## src/rtl/mist_spi_pkg.sv

```systemverilog
// Shared types and constants for the MiST SPI command-channel target and its consumers.
package mist_spi_pkg;

  localparam int unsigned BIT_CNT_W = 3;

  typedef enum logic [1:0] {
    IDLE = 2'd0,
    CMD  = 2'd1,
    DATA = 2'd2
  } state_e;

  localparam logic [7:0] CMD_BUTTONS     = 8'h01;
  localparam logic [7:0] CMD_JOY0        = 8'h02;
  localparam logic [7:0] CMD_JOY1        = 8'h03;
  localparam logic [7:0] CMD_PS2_KBD     = 8'h05;
  localparam logic [7:0] CMD_STATUS_STR  = 8'h14;
  localparam logic [7:0] CMD_STATUS_WORD = 8'h15;

endpackage

```

## src/rtl/spi_pin_sync.sv

```systemverilog
// Synchronises raw SPI pins into clk and emits registered one-clk edge events on SCK and SS_n.
module spi_pin_sync #(
  parameter int unsigned SYNC_STAGES = 2
) (
  input  logic clk,
  input  logic reset,
  input  logic spi_sck,
  input  logic spi_ss_n,
  input  logic spi_di,
  output logic rise,
  output logic fall,
  output logic ss_fall,
  output logic ss_rise,
  output logic di
);

  logic [SYNC_STAGES-1:0] sck_sync_q, sck_sync_d;
  logic [SYNC_STAGES-1:0] ss_sync_q, ss_sync_d;
  logic [SYNC_STAGES-1:0] di_sync_q, di_sync_d;
  logic sck_prev_q, sck_prev_d;
  logic ss_prev_q, ss_prev_d;
  logic rise_q, rise_d;
  logic fall_q, fall_d;
  logic ss_fall_q, ss_fall_d;
  logic ss_rise_q, ss_rise_d;
  logic di_q, di_d;

  always_comb begin
    sck_sync_d = {sck_sync_q[SYNC_STAGES-2:0], spi_sck};
    ss_sync_d  = {ss_sync_q[SYNC_STAGES-2:0], spi_ss_n};
    di_sync_d  = {di_sync_q[SYNC_STAGES-2:0], spi_di};
    sck_prev_d = sck_sync_q[SYNC_STAGES-1];
    ss_prev_d  = ss_sync_q[SYNC_STAGES-1];
    rise_d     = sck_sync_q[SYNC_STAGES-1] & ~sck_prev_q;
    fall_d     = ~sck_sync_q[SYNC_STAGES-1] & sck_prev_q;
    ss_fall_d  = ss_prev_q & ~ss_sync_q[SYNC_STAGES-1];
    ss_rise_d  = ~ss_prev_q & ss_sync_q[SYNC_STAGES-1];
    di_d       = di_sync_q[SYNC_STAGES-1];
  end

  // Select resets to "asserted" so a transaction in flight at reset release
  // produces no ss_fall; a fresh select needs a deassert first.
  always_ff @(posedge clk) begin
    if (reset) begin
      sck_sync_q <= '0;
      ss_sync_q  <= '0;
      di_sync_q  <= '0;
      sck_prev_q <= 1'b0;
      ss_prev_q  <= 1'b0;
      rise_q     <= 1'b0;
      fall_q     <= 1'b0;
      ss_fall_q  <= 1'b0;
      ss_rise_q  <= 1'b0;
      di_q       <= 1'b0;
    end else begin
      sck_sync_q <= sck_sync_d;
      ss_sync_q  <= ss_sync_d;
      di_sync_q  <= di_sync_d;
      sck_prev_q <= sck_prev_d;
      ss_prev_q  <= ss_prev_d;
      rise_q     <= rise_d;
      fall_q     <= fall_d;
      ss_fall_q  <= ss_fall_d;
      ss_rise_q  <= ss_rise_d;
      di_q       <= di_d;
    end
  end

  assign rise    = rise_q;
  assign fall    = fall_q;
  assign ss_fall = ss_fall_q;
  assign ss_rise = ss_rise_q;
  assign di      = di_q;

endmodule

```

## src/rtl/mist_spi_cmd_target.sv

```systemverilog
// MiST SPI command-channel responder: deframes command/payload bytes (mode 0) and shifts responses out.
module mist_spi_cmd_target #(
  parameter int unsigned SYNC_STAGES = 2,
  parameter int unsigned IDX_W       = 8
) (
  input  logic             clk,
  input  logic             reset,
  input  logic             spi_sck,
  input  logic             spi_ss_n,
  input  logic             spi_di,
  output logic             spi_do,
  output logic             spi_do_oe,
  output logic [7:0]       cmd,
  output logic             cmd_valid,
  output logic [7:0]       rx_data,
  output logic             rx_valid,
  output logic [IDX_W-1:0] rx_index,
  input  logic [7:0]       tx_data,
  output logic             tx_load,
  output logic             busy
);

  import mist_spi_pkg::*;

  logic rise_s, fall_s, ss_fall_s, ss_rise_s, di_s;

  spi_pin_sync #(
    .SYNC_STAGES(SYNC_STAGES)
  ) u_pin_sync (
    .clk     (clk),
    .reset   (reset),
    .spi_sck (spi_sck),
    .spi_ss_n(spi_ss_n),
    .spi_di  (spi_di),
    .rise    (rise_s),
    .fall    (fall_s),
    .ss_fall (ss_fall_s),
    .ss_rise (ss_rise_s),
    .di      (di_s)
  );

  state_e                 state_q, state_d;
  logic [BIT_CNT_W-1:0]   bit_cnt_q, bit_cnt_d;
  logic [7:0]             rx_shift_q, rx_shift_d;
  logic [7:0]             cmd_q, cmd_d;
  logic [7:0]             rx_data_q, rx_data_d;
  logic [IDX_W-1:0]       idx_q, idx_d;
  logic                   cmd_valid_q, cmd_valid_d;
  logic                   rx_valid_q, rx_valid_d;
  logic                   tx_load_q, tx_load_d;
  logic [7:0]             tx_shift_q, tx_shift_d;
  logic [7:0]             tx_hold_q, tx_hold_d;
  logic                   tx_pend_q, tx_pend_d;
  logic [7:0]             rx_byte;
  logic                   byte_done;

  always_comb begin
    state_d     = state_q;
    bit_cnt_d   = bit_cnt_q;
    rx_shift_d  = rx_shift_q;
    cmd_d       = cmd_q;
    rx_data_d   = rx_data_q;
    idx_d       = idx_q;
    cmd_valid_d = 1'b0;
    rx_valid_d  = 1'b0;
    tx_load_d   = 1'b0;
    tx_shift_d  = tx_shift_q;
    tx_hold_d   = tx_hold_q;
    tx_pend_d   = tx_pend_q;
    rx_byte     = {rx_shift_q[6:0], di_s};
    byte_done   = rise_s && (bit_cnt_q == '1);

    if (rx_valid_q) begin
      idx_d = idx_q + 1'b1;
    end

    // The first response byte must be on DO before the first rise, so it goes
    // straight to the shifter; later ones wait in tx_hold for the next fall.
    if (tx_load_q && (state_q != IDLE)) begin
      if (state_q == CMD) begin
        tx_shift_d = tx_data;
      end else begin
        tx_hold_d = tx_data;
        tx_pend_d = 1'b1;
      end
    end

    unique case (state_q)
      IDLE: begin
        if (ss_fall_s) begin
          state_d    = CMD;
          bit_cnt_d  = '0;
          rx_shift_d = '0;
          tx_load_d  = 1'b1;
          tx_pend_d  = 1'b0;
        end
      end
      CMD, DATA: begin
        if (rise_s) begin
          rx_shift_d = rx_byte;
          bit_cnt_d  = bit_cnt_q + 1'b1;
          if (byte_done) begin
            tx_load_d = 1'b1;
            if (state_q == CMD) begin
              cmd_d       = rx_byte;
              cmd_valid_d = 1'b1;
              state_d     = DATA;
              idx_d       = '0;
            end else begin
              rx_data_d  = rx_byte;
              rx_valid_d = 1'b1;
            end
          end
        end
        if (fall_s) begin
          if (tx_pend_q) begin
            tx_shift_d = tx_hold_q;
            tx_pend_d  = 1'b0;
          end else begin
            tx_shift_d = {tx_shift_q[6:0], 1'b0};
          end
        end
        // Evaluated after the rise so a byte completing on the deassert clk still reports.
        if (ss_rise_s) begin
          state_d   = IDLE;
          tx_pend_d = 1'b0;
        end
      end
      default: state_d = IDLE;
    endcase
  end

  always_ff @(posedge clk) begin
    if (reset) begin
      state_q     <= IDLE;
      bit_cnt_q   <= '0;
      rx_shift_q  <= '0;
      cmd_q       <= '0;
      rx_data_q   <= '0;
      idx_q       <= '0;
      cmd_valid_q <= 1'b0;
      rx_valid_q  <= 1'b0;
      tx_load_q   <= 1'b0;
      tx_shift_q  <= '0;
      tx_hold_q   <= '0;
      tx_pend_q   <= 1'b0;
    end else begin
      state_q     <= state_d;
      bit_cnt_q   <= bit_cnt_d;
      rx_shift_q  <= rx_shift_d;
      cmd_q       <= cmd_d;
      rx_data_q   <= rx_data_d;
      idx_q       <= idx_d;
      cmd_valid_q <= cmd_valid_d;
      rx_valid_q  <= rx_valid_d;
      tx_load_q   <= tx_load_d;
      tx_shift_q  <= tx_shift_d;
      tx_hold_q   <= tx_hold_d;
      tx_pend_q   <= tx_pend_d;
    end
  end

  assign busy      = (state_q != IDLE);
  assign spi_do_oe = busy;
  assign spi_do    = busy & tx_shift_q[7];
  assign cmd       = cmd_q;
  assign cmd_valid = cmd_valid_q;
  assign rx_data   = rx_data_q;
  assign rx_valid  = rx_valid_q;
  assign rx_index  = idx_q;
  assign tx_load   = tx_load_q;

endmodule
```

## config.mk

```make
export PLATFORM = sky130hd
export DESIGN_NAME = mist_spi_cmd_target
export DESIGN_NICKNAME = d
export VERILOG_FILES = /design/src/rtl/mist_spi_pkg.sv /design/src/rtl/spi_pin_sync.sv /design/src/rtl/mist_spi_cmd_target.sv
export SDC_FILE = /design/constraint.sdc
export NUM_CORES = 1
export LEC_CHECK = 0
export ABC_AREA = 1
export CAP_MARGIN = 30
export CORE_ASPECT_RATIO = 1.75
export CORE_MARGIN = 2
export CORE_UTILIZATION = 57
export CTS_CLUSTER_DIAMETER = 150
export DETAILED_ROUTE_END_ITERATION = 10
export HOLD_SLACK_MARGIN = 0.06
export PLACE_DENSITY = 0.82
export SYNTH_ARGS = -nofsm -noshare
export SYNTH_HDL_FRONTEND = slang
export SYNTH_SLANG_ARGS = --single-unit
```

## constraint.sdc

```tcl
create_clock -name clk -period 2.19 [get_ports clk]
set_input_delay 0.219 -clock clk [delete_from_list [all_inputs] [get_ports clk]]
set_output_delay 0.219 -clock clk [all_outputs]
set_load 0.03 [all_outputs]
```

==> results of run 1 <==
==> registers in the layout, indices dropped and copies added (netlist names) <==
| register | flops |
|---|---|
| cmd_valid | 1 |
| u_pin_sync.sck_sync_q | 2 |
| tx_hold_q | 8 |
| rx_data | 8 |
| state_q | 2 |
| u_pin_sync.rise | 1 |
| u_pin_sync.di_sync_q | 2 |
| tx_pend_q | 1 |
| u_pin_sync.ss_rise | 1 |
| cmd | 8 |
| u_pin_sync.sck_prev_q | 1 |
| bit_cnt_q | 3 |
| u_pin_sync.di | 1 |
| rx_index | 8 |
| rx_valid | 1 |
| u_pin_sync.ss_sync_q | 2 |
| u_pin_sync.ss_fall | 1 |
| u_pin_sync.ss_prev_q | 1 |
| tx_shift_q | 8 |
| u_pin_sync.fall | 1 |
| rx_shift_q | 7 |
| tx_load | 1 |
==> path summary, 6_finish.rpt <==
| kind | start | end | slack [ns] |
|---|---|---|---|
| worst max-delay path | state_q[0] | spi_do | 0.15 |
| worst min-delay path | spi_sck | u_pin_sync.sck_sync_q[0] | 0.38 |
| worst max register to register | state_q[1] | cmd[6] | 0.24 |
| worst min register to register | u_pin_sync.ss_sync_q[0] | u_pin_sync.ss_sync_q[1] | 0.40 |
==> cell usage after synthesis (2+ instances only) <==
library cell               instances
sky130_fd_sc_hd__nand2_2           2
sky130_fd_sc_hd__o21bai_1          2
sky130_fd_sc_hd__nand3_2           2
sky130_fd_sc_hd__nor3_1            4
sky130_fd_sc_hd__inv_1            25
sky130_fd_sc_hd__ha_1              7
sky130_fd_sc_hd__nand4_1           9
sky130_fd_sc_hd__buf_2             9
sky130_fd_sc_hd__o21ai_0           7
sky130_fd_sc_hd__nor2_2            3
sky130_fd_sc_hd__nand2_1          74
sky130_fd_sc_hd__nand3_1          32
sky130_fd_sc_hd__inv_2             5
sky130_fd_sc_hd__dfxtp_1          69
sky130_fd_sc_hd__o21ai_1          10
sky130_fd_sc_hd__a21oi_1          31
sky130_fd_sc_hd__o21a_1            5
sky130_fd_sc_hd__buf_4            10
sky130_fd_sc_hd__clkbuf_1          2
sky130_fd_sc_hd__nor2_1           58
==> area by class of cell <==
cell class	instances	area [um^2]
timing repair buffer	47	468
sequential	69	1380
inverter	30	113
clock inverter	6	86.3
tap	54	67.6
clock buffer	10	128
fill	417	1420
multi-input combinational	256	1270
==> cells in the final DEF (no fill, tap or decap), types with 9 or more instances in the layout <==
master	n
sky130_fd_sc_hd__nand3_1	32
sky130_fd_sc_hd__a21oi_1	31
sky130_fd_sc_hd__o21ai_1	10
sky130_fd_sc_hd__nand4_1	9
sky130_fd_sc_hd__inv_1	25
sky130_fd_sc_hd__dfxtp_1	69
sky130_fd_sc_hd__clkbuf_8	9
sky130_fd_sc_hd__nor2_1	58
sky130_fd_sc_hd__clkdlybuf4s50_1	40
sky130_fd_sc_hd__nand2_1	74
==> timing repair <==
action | CTS | global route
gates resized for setup | 2 | 0
setup endpoints to repair | 2 | 0
endpoints found under the hold margin | 0 | 0
==> critical path: stages (launching register included) <==
cell and delay (ns):
sky130_fd_sc_hd__dfxtp_1 0.36, sky130_fd_sc_hd__inv_1 0.08, sky130_fd_sc_hd__ha_1 0.24, sky130_fd_sc_hd__nor2_1 0.12, sky130_fd_sc_hd__clkdlybuf4s50_1 0.68
==> power by group <==
group	internal [mW]	total (mW)	switching [mW]
logic	0.326	0.989	0.663
registers	1.37	1.49	0.116
clock network	0.641	1.12	0.480
total	2.34	3.60	1.26
==> kinds of logic (layout without fill, tap and decap cells) <==
logic type / after synthesis / count (layout) / share of synthesized area [%]
simple gates: 190 / 190 / 29.5
flops: 69 / 69 / 47.8
compound gates: 56 / 56 / 10.4
buf+inv: 51 / 93 / 8.31
fa+ha+maj: 7 / 7 / 3.03
xor+xnor: 2 / 2 / 0.606
mux: 1 / 1 / 0.346
==> routing by layer <==
metal,vias to the layer above,track usage [%]
li1,1292,-
met1,1166,23.9
met2,61,43.2
met3,16,5.83
met4,0,13.6
met5,-,0
==> metrics by stage <==
step           power [mW]  worst slack, ns  instances
3_3_place_gp         2.46            0.391        456
4_1_cts              3.61            0.132        472
5_1_grt              3.78           0.0235        472
6_report             3.60            0.150        472
2_1_floorplan        2.31            0.739        376
3_5_place_dp         2.49            0.324        456
==> results.txt, run 1 <==
----------------------------------------------------
[Timing]
  Setup Skew ... 0.00948 ns
  Post-route worst hold slack ... 0.382 ns
  Total negative setup slack ... 0 ns
  Slew of the pin with the lowest slew margin ... 0.531 ns
  Final-report max-slew violation count ... 0
  Final Hold Vio Count ... 0
  Final cycle utilization of the critical path ... 93.1%
  Maximum operating frequency ... 0.490 GHz
  Final-report setup violation count ... 0
  Setup repair after global routing missed its margin ... no
  Period minus WS final ... 2.04 ns
  Slew Limit Headroom ... 64.6%

[Global route]
  First-pass GRT wire length ... 10.5 mm
  Antenna violations before repair ... 0
  Via count of the first global-routing pass ... 2420
  Sum of overflow across all layers after global routing ... 0
  GR Util All Layers ... 23.9%
  Largest net degree at the start of global routing ... 33

[Setup path]
  Worst endpoint data arrival time ... 1.82 ns
  Peak fanout along the critical path ... 3
  Critical path class ... reg -> out
  Required time reported for the critical path endpoint ... 1.97 ns
  Number of cells on the worst reg-to-reg path ... 6
  Critical path launch point type ... flop
  Worst setup EP type ... output port

[Cells and area]
  # diodes ... 0
  Layout Area Growth over Synthesis ... 21.5%
  Share of final-layout standard cells stronger than drive strength 1 ... 8.61%
  Number of nets in the layout ... 433
  Final Instance Area ... 3510 um^2
  Post-Route Utilization ... 71.2%

[Clock tree]
  Clock tree from TritonCTS ... built
  Clock tree root buffer cell ... sky130_fd_sc_hd__clkbuf_8
  Post-CTS clock slew at the launch and capture registers of the worst setup and hold paths ... 0.07 ns
  Buffer count from post-CTS setup fixing ... 0
  Maximum clock path buffer count ... 2
  Hold buffer count at CTS ... 0
  Clock latency on the worst-skew pair ... 0.35 ns
  Maximum level of the CTS H-tree ... 3
  Number of CTS-inserted buffers ... 9
  # clock sinks ... 69

[Yosys]
  Post-synthesis cell type with the largest combined area ... sky130_fd_sc_hd__dfxtp_1
  Share of the yosys chip area belonging to registers ... 47.8%
  Number of flops mapped to enable cells by yosys ... 0
  Post-synthesis instance area ... 2890 um^2
  Flip-flop cell with the highest count after synthesis ... sky130_fd_sc_hd__dfxtp_1
  Post-synthesis net count ... 396
  Mean instance size in the synthesized netlist ... 7.69 um^2
  Yosys top cell area share ... 47.8%
  Cell types with the largest area share after synthesis ... sky130_fd_sc_hd__dfxtp_1 (48%), sky130_fd_sc_hd__nand2_1 (9.6%), sky130_fd_sc_hd__nor2_1 (7.5%)
  Flip-flop and latch count after synthesis ... 69
  Yosys Warn Count ... 0
  Asr flop ratio synth ... 0%
  Cells after synthesis ... 376
  Unique cell type count in the Yosys netlist ... 30

[Pwr]
  Pwr dens ... 1020 nW/um^2
  Max VDD drop ... 0.994 mV
  Leakage dissipation ... 1.49 nW

[Floorplanning]
  Number of rows in the core area ... 34
  Total Die Area ... 5680 um^2
  Boundary pin count ... 43
  CORE AREA ... 4930 um^2
  Die W ... 57.8 um
  Effective utilization at floorplan ... 58.6%
  Y dimension of the die ... 98.2 um

[Placed design]
  Cell area reported after detailed placement ... 3300 um^2
  Port bufs ... 42
  HPWL after detailed placement ... 4.14 mm
  Gpl congestion ... 0.911

[Routing]
  Sum of met3 wire segment lengths after detailed routing ... 237 um
  Number of DRC markers after the initial detailed-route iteration ... 87
  1st-pass router iterations ... 4
  Met2 layer wire length in the routed design ... 3.54 mm
  DRT met1 WL ... 2.29 mm
  Overall via count from detail_route ... 2535
  Number of DRC violations after detailed routing ... 0
  Highest routed layer ... met4
  Routed length per instance ... 13.2 um
  Per-cell via count in the routed design ... 5.37
  Count of antenna-violating nets left after detailed routing ... 0
  Total Wirelength ... 6.24 mm

[Hold path]
  Tightest Hold Check Type ... in -> reg
  Number of cells on the worst hold path ... 3

[Flow run]
  Maximum Capacitance Violations ... 0

[Run status]
  Outcome ... complete, no violations

----------------------------------------------------
Note: power is estimated with default switching activity, not from simulation.
==> run 2, diff against run 1 <==
--- a/config.mk
+++ b/config.mk
@@ -8,9 +8,9 @@
 export ABC_AREA = 1
 export CAP_MARGIN = 30
 export CORE_ASPECT_RATIO = 1.75
-export CORE_MARGIN = 2
+export CORE_MARGIN = 8
 export CORE_UTILIZATION = 57
-export CTS_CLUSTER_DIAMETER = 150
+export CTS_CLUSTER_DIAMETER = 60
 export DETAILED_ROUTE_END_ITERATION = 10
 export HOLD_SLACK_MARGIN = 0.06
 export PLACE_DENSITY = 0.82
==> results.txt, run 2 (synthesized netlist as in run 1, its figures left out) <==
----------------------------------------------------
[Setup path]
  Number of cells on the worst reg-to-reg path ... 6
  Critical path launch point type ... flop
  Required time reported for the critical path endpoint ... 1.97 ns
  Worst endpoint data arrival time ... 1.86 ns
  Peak fanout along the critical path ... 3
  FF-to-FF Start ... state_q[1]
  Setup slack of the worst register-to-register path ... 0.36 ns
  Critical path class ... reg -> out
  Critical-path top delay cell ... sky130_fd_sc_hd__clkdlybuf4s50_1
  Kind of cell adding the most delay to the critical path ... buffers and inverters
  Crit Reg-Reg Endpoint ... cmd[5]
  Crit path buf inv count ... 2
  Worst setup EP type ... output port
  Delay of the slowest critical-path stage ... 0.68 ns
  List of cells traversed by the critical path ... inv_1 > ha_1 > nor2_1 > clkdlybuf4s50_1

[Clock tree]
  Buffer count from post-CTS setup fixing ... 0
  Number of CTS-inserted buffers ... 9
  # clock sinks ... 69
  Maximum level of the CTS H-tree ... 3
  Maximum clock path buffer count ... 2
  Post-CTS clock slew at the launch and capture registers of the worst setup and hold paths ... 0.07 ns
  Clock tree root buffer cell ... sky130_fd_sc_hd__clkbuf_8
  Hold buffer count at CTS ... 0
  Clock latency on the worst-skew pair ... 0.34 ns
  Clock tree from TritonCTS ... built

[Placed design]
  HPWL after detailed placement ... 4.54 mm
  Port bufs ... 42
  Gpl congestion ... 0.846
  Placed cell count ... 457
  Cell area reported after detailed placement ... 3310 um^2

[Global route]
  Sum of overflow across all layers after global routing ... 0
  Largest net degree at the start of global routing ... 27
  Via count of the first global-routing pass ... 2423
  First-pass GRT wire length ... 10.5 mm
  GR Util All Layers ... 16.7%
  Antenna violations before repair ... 0

[Hold path]
  Worst Hold Path EP ... u_pin_sync.sck_sync_q[0]
  Tightest Hold Check Type ... in -> reg
  Min-Delay Startpoint ... spi_sck
  Number of cells on the worst hold path ... 3

[Timing]
  Final cycle utilization of the critical path ... 95.0%
  Slew Limit Headroom ... 66.4%
  Final Hold Vio Count ... 0
  Setup Skew ... 0.0120 ns
  Slew of the pin with the lowest slew margin ... 0.505 ns
  Final-report setup violation count ... 0
  Setup repair after global routing missed its margin ... no
  Maximum operating frequency ... 0.481 GHz
  Final-report max-slew violation count ... 0
  Total negative setup slack ... 0 ns
  Period minus WS final ... 2.08 ns
  Post-route worst hold slack ... 0.386 ns

[Routing]
  Total Wirelength ... 6.24 mm
  Overall via count from detail_route ... 2513
  Per-cell via count in the routed design ... 5.31
  1st-pass router iterations ... 4
  Number of DRC markers after the initial detailed-route iteration ... 208
  Routed length per instance ... 13.2 um
  Count of antenna-violating nets left after detailed routing ... 0
  Number of DRC violations after detailed routing ... 0

[Cells and area]
  Share of final-layout standard cells stronger than drive strength 1 ... 9.07%
  Area taken by flip-flops and latches ... 1380 um^2
  Number of nets in the layout ... 434
  Most frequent standard cell in the layout excluding fill and tap cells ... sky130_fd_sc_hd__nand2_1
  Fill count ... 402
  Layout Area Growth over Synthesis ... 21.4%
  Final Instance Area ... 3510 um^2
  # diodes ... 0
  Total area of multi-input combinational cells ... 1270 um^2
  Commonest cells after routing, fill and taps aside ... sky130_fd_sc_hd__nand2_1 (74), sky130_fd_sc_hd__dfxtp_1 (69), sky130_fd_sc_hd__nor2_1 (58)
  Post-route non-filler standard cell count ... 473

[Floorplanning]
  CORE AREA ... 4930 um^2
  Total Die Area ... 7700 um^2
  Die W ... 69.8 um
  Number of rows in the core area ... 34
  Boundary pin count ... 43
  Effective utilization at floorplan ... 58.6%
  Y dimension of the die ... 110 um

[Pwr]
  Leakage dissipation ... 1.51 nW
  Pwr dens ... 1000 nW/um^2
  Max VDD drop ... 0.941 mV

[Run status]
  Outcome ... complete, no violations

[Flow run]
  Maximum Capacitance Violations ... 0

----------------------------------------------------
## run 2: tightest hold or removal path: stages
cell	delay [ns]
sky130_fd_sc_hd__clkdlybuf4s50_1	0.39
sky130_fd_sc_hd__inv_1	0.05
sky130_fd_sc_hd__nor2_1	0.03
## run 2: cell type report
| class | count | area share (%) |
|---|---|---|
| flip-flops and latches | 69 | 39.4 |
| clock inverters | 7 | 2.07 |
| clock buffers | 9 | 3.53 |
| multi-input cells | 256 | 36.1 |
| well taps | 54 | 1.93 |
| repair buffers | 48 | 13.8 |
| inverters | 30 | 3.21 |
## run 2: worst max path at each step
stage	from	end	slack (ns)	cells after the start
after floorplan	state_q[0]	bit_cnt_q[1]	0.74	8
after global placement	state_q[1]	rx_index[0]	0.44	5
after detailed placement	state_q[0]	rx_index[3]	0.38	5
final	state_q[0]	spi_do	0.11	4
after CTS	state_q[0]	busy	0.05	4
after global routing	state_q[0]	spi_do	0.0005	4
## run 2: through the flow
step	power [mW]	utilization (%)	setup WS [ns]
CTS	3.53	71.0	0.0532
floorplan	2.31	-	0.739
global placement	2.49	67.0	0.442
global route	3.72	71.1	0.000537
finish	3.51	71.1	0.111
detailed placement	2.52	67.0	0.380
## run 2: report_power, final
| group | total, mW | switching [mW] | internal, mW | leakage, nW |
|---|---|---|---|---|
| Combinational | 0.999 | 0.646 | 0.353 | 0.856 |
| Sequential | 1.49 | 0.118 | 1.37 | 0.559 |
| Clock | 1.02 | 0.489 | 0.529 | 0.0960 |
| Total | 3.51 | 1.25 | 2.26 | 1.51 |
## run 2: what timing repair did
action                     in CTS  in global routing
hold endpoints to repair        0                  0
setup endpoints to repair       0                  2
gates resized for setup         0                  2
## run 2: layer usage
metal	track usage (%)	up-vias	share of wire, %
met5	0	-	0
met3	5.02	14	3.6
met4	8.80	0	2.7
met1	15.6	1159	39
met2	31.7	48	54
li1	-	1292	-
==> run 3, diff against run 2 <==
--- a/config.mk
+++ b/config.mk
@@ -9,11 +9,13 @@
 export CAP_MARGIN = 30
 export CORE_ASPECT_RATIO = 1.75
 export CORE_MARGIN = 8
-export CORE_UTILIZATION = 57
+export CORE_UTILIZATION = 60
+export CTS_BUF_LIST = sky130_fd_sc_hd__clkbuf_4
 export CTS_CLUSTER_DIAMETER = 60
 export DETAILED_ROUTE_END_ITERATION = 10
 export HOLD_SLACK_MARGIN = 0.06
-export PLACE_DENSITY = 0.82
+export PLACE_DENSITY = 0.86
 export SYNTH_ARGS = -nofsm -noshare
 export SYNTH_HDL_FRONTEND = slang
+export SYNTH_HIERARCHICAL = 1
 export SYNTH_SLANG_ARGS = --single-unit
==> results.txt, run 3 <==
----------------------------------------------------
[Setup path]
  Peak fanout along the critical path ... 9
  Critical path class ... reg -> out
  Critical-path top delay cell ... sky130_fd_sc_hd__dlygate4sd2_1
  Crit path buf inv count ... 3
  Delay of the slowest critical-path stage ... 0.44 ns
  Cell type with the highest occurrence count on the critical path ... sky130_fd_sc_hd__inv_1
  List of cells traversed by the critical path ... inv_1 > ha_1 > inv_1 > dlygate4sd2_1
  Worst endpoint data arrival time ... 1.75 ns
  Worst setup EP type ... output port
  Required time reported for the critical path endpoint ... 1.97 ns
  Critical path launch point type ... flop
  Kind of cell adding the most delay to the critical path ... buffers and inverters

[Timing]
  Final cycle utilization of the critical path ... 89.8%
  Total negative setup slack ... 0 ns
  Slew Limit Headroom ... 68.6%
  Setup repair after global routing missed its margin ... no
  Setup Skew ... 0.0108 ns
  Slew of the pin with the lowest slew margin ... 0.471 ns
  Period minus WS final ... 1.97 ns
  Final-report setup violation count ... 0
  Final-report max-slew violation count ... 0
  Maximum operating frequency ... 0.508 GHz
  Final Hold Vio Count ... 0

[Hold path]
  Tightest Hold Check Type ... in -> reg

[Cells and area]
  Post-route non-filler standard cell count ... 482
  Number of nets in the layout ... 444
  Share of final-layout standard cells stronger than drive strength 1 ... 8.84%
  Most frequent standard cell in the layout excluding fill and tap cells ... sky130_fd_sc_hd__dfxtp_1
  Commonest cells after routing, fill and taps aside ... sky130_fd_sc_hd__dfxtp_1 (69), sky130_fd_sc_hd__nand2_1 (63), sky130_fd_sc_hd__nor2_1 (56)
  # diodes ... 0
  Fill count ... 353
  Layout Area Growth over Synthesis ... 22.6%

[Floorplanning]
  Die W ... 68.1 um
  Number of rows in the core area ... 33
  CORE AREA ... 4620 um^2
  Total Die Area ... 7290 um^2
  Effective utilization at floorplan ... 61.5%
  Boundary pin count ... 43
  Y dimension of the die ... 107 um

[Placed design]
  HPWL after detailed placement ... 4.46 mm
  Gpl congestion ... 0.877
  Placed cell count ... 466
  Port bufs ... 42

[Pwr]
  Pwr dens ... 695 nW/um^2
  Max VDD drop ... 0.634 mV
  Leakage dissipation ... 1.44 nW

[Routing]
  1st-pass router iterations ... 5
  Overall via count from detail_route ... 2594
  Number of DRC violations after detailed routing ... 0
  Number of DRC markers after the initial detailed-route iteration ... 215
  Per-cell via count in the routed design ... 5.38
  Total Wirelength ... 6.32 mm
  Count of antenna-violating nets left after detailed routing ... 0
  Routed length per instance ... 13.1 um

[Clock tree]
  # clock sinks ... 69
  Clock tree from TritonCTS ... built
  Clock latency on the worst-skew pair ... 0.41 ns
  Maximum clock path buffer count ... 2
  Post-CTS clock slew at the launch and capture registers of the worst setup and hold paths ... 0.11 ns
  Hold buffer count at CTS ... 0
  Maximum level of the CTS H-tree ... 3
  Clock tree root buffer cell ... sky130_fd_sc_hd__clkbuf_4
  Buffer count from post-CTS setup fixing ... 0
  Number of CTS-inserted buffers ... 9

[Yosys]
  Flip-flop and latch count after synthesis ... 69
  Flip-flop cell with the highest count after synthesis ... sky130_fd_sc_hd__dfxtp_1
  Top-count cell post-synth ... sky130_fd_sc_hd__dfxtp_1
  Unique cell type count in the Yosys netlist ... 28
  Cell types with the largest area share after synthesis ... sky130_fd_sc_hd__dfxtp_1 (49%), sky130_fd_sc_hd__nand2_1 (8.3%), sky130_fd_sc_hd__nor2_1 (7.4%)
  Largest family of logic cells by synthesized area ... simple AND/OR/NAND/NOR gates
  Synthesized-area fraction occupied by ao, oa, aoi and oai cells ... 13.3%
  Yosys top cell area share ... 48.5%
  Cells after synthesis ... 378
  Post-synthesis cell type with the largest combined area ... sky130_fd_sc_hd__dfxtp_1
  Proportion of synthesized area in mux cells ... 0%
  Mean instance size in the synthesized netlist ... 7.53 um^2
  Number of flops mapped to enable cells by yosys ... 0
  Post-synthesis instance area ... 2850 um^2
  Yosys Warn Count ... 6
  Asr flop ratio synth ... 0%
  Post-synthesis net count ... 397
  Commonest cells in the synthesized netlist ... sky130_fd_sc_hd__dfxtp_1 (69), sky130_fd_sc_hd__nand2_1 (63), sky130_fd_sc_hd__nor2_1 (56), sky130_fd_sc_hd__inv_1 (42), sky130_fd_sc_hd__a21oi_1 (41)
  Share of the yosys chip area belonging to registers ... 48.5%
  Basic-gate share of the synthesized area counting and, or, nand and nor cells ... 25.6%
  Xor/xnor cell area share of the yosys netlist ... 0.308%
  Adder-cell share of the synthesized area ... 2.64%

[Global route]
  First-pass GRT wire length ... 10.9 mm
  Sum of overflow across all layers after global routing ... 0
  GR Util All Layers ... 18.9%
  Via count of the first global-routing pass ... 2612
  Antenna violations before repair ... 0
  Largest net degree at the start of global routing ... 23

[Flow run]
  Maximum Capacitance Violations ... 0

[Run status]
  Outcome ... complete, no violations

----------------------------------------------------
==> run 3: cells by family after synthesis <==
| family | Yosys count |
|---|---|
| xor+xnor | 1 |
| buf+inv | 61 |
| compound gates | 74 |
| simple gates | 167 |
| fa+ha+maj | 6 |
| flops | 69 |
==> run 3: power by group <==
group	internal [mW]	total (mW)	switching (mW)
sequential	1.27	1.29	0.0139
clock	0.574	1.02	0.450
combinational	0.0501	0.116	0.0658
==> run 3: final timing paths <==
kind                                  from                       end  slack, ns  cells after the start
setup / recovery                state_q[0]                 spi_do_oe       0.22                      4
hold / removal                      spi_di   u_pin_sync/di_sync_q[0]       0.33                      3
setup reg to reg                state_q[0]                rx_data[2]       0.29                      7
hold reg to reg   u_pin_sync/sck_sync_q[0]  u_pin_sync/sck_sync_q[1]       0.40                      2
==> run 3: area by class of cell <==
class	instances	area (um^2)	area share (%)
clock buffers	9	67.6	1.94
clock inverters	7	114	3.26
inverters	44	170	4.88
multi-input cells	248	1190	34.1
flip-flops and latches	69	1380	39.6
well taps	52	65.1	1.87
repair buffers	53	499	14.3
==> run 3: repair_timing <==
| action | in CTS | in global routing |
|---|---|---|
| endpoints found under the setup margin | 3 | 0 |
| gates resized for setup | 3 | 0 |
| hold endpoints to repair | 0 | 0 |
==> run 3: worst register-to-register path: stages (launching register included) <==
cell and delay, ns:
sky130_fd_sc_hd__dfxtp_1 0.40, sky130_fd_sc_hd__inv_1 0.06, sky130_fd_sc_hd__ha_1 0.58, sky130_fd_sc_hd__nand3_1 0.24, sky130_fd_sc_hd__nor2_4 0.23, sky130_fd_sc_hd__inv_2 0.12, sky130_fd_sc_hd__nor2_1 0.12, sky130_fd_sc_hd__nor2_1 0.06
==> run 3: stage by stage <==
| step | util, % | area, um^2 | worst slack, ns | total power [mW] | hold WS, ns |
|---|---|---|---|---|---|
| 3_5_place_dp | 71.6 | 3310 | 0.320 | 1.43 | 0.393 |
| 4_1_cts | 75.4 | 3490 | 0.200 | 2.45 | 0.311 |
| 6_report | 75.4 | 3490 | 0.223 | 2.43 | 0.333 |
| 5_1_grt | 75.4 | 3490 | 0.0414 | 2.51 | 0.296 |
| 3_3_place_gp | 71.6 | 3310 | 0.420 | 1.43 | 0.390 |
| 2_1_floorplan | - | 2850 | 0.778 | 1.38 | 0.288 |
==> run 3: metal layers <==
metal | global-route usage (%) | up-vias | part of all wire (%)
met5 | 0 | - | 0
met4 | 12.5 | 0 | 2.4
met3 | 6.37 | 15 | 6.3
met2 | 30.8 | 94 | 52
met1 | 19.6 | 1173 | 39
li1 | - | 1312 | -
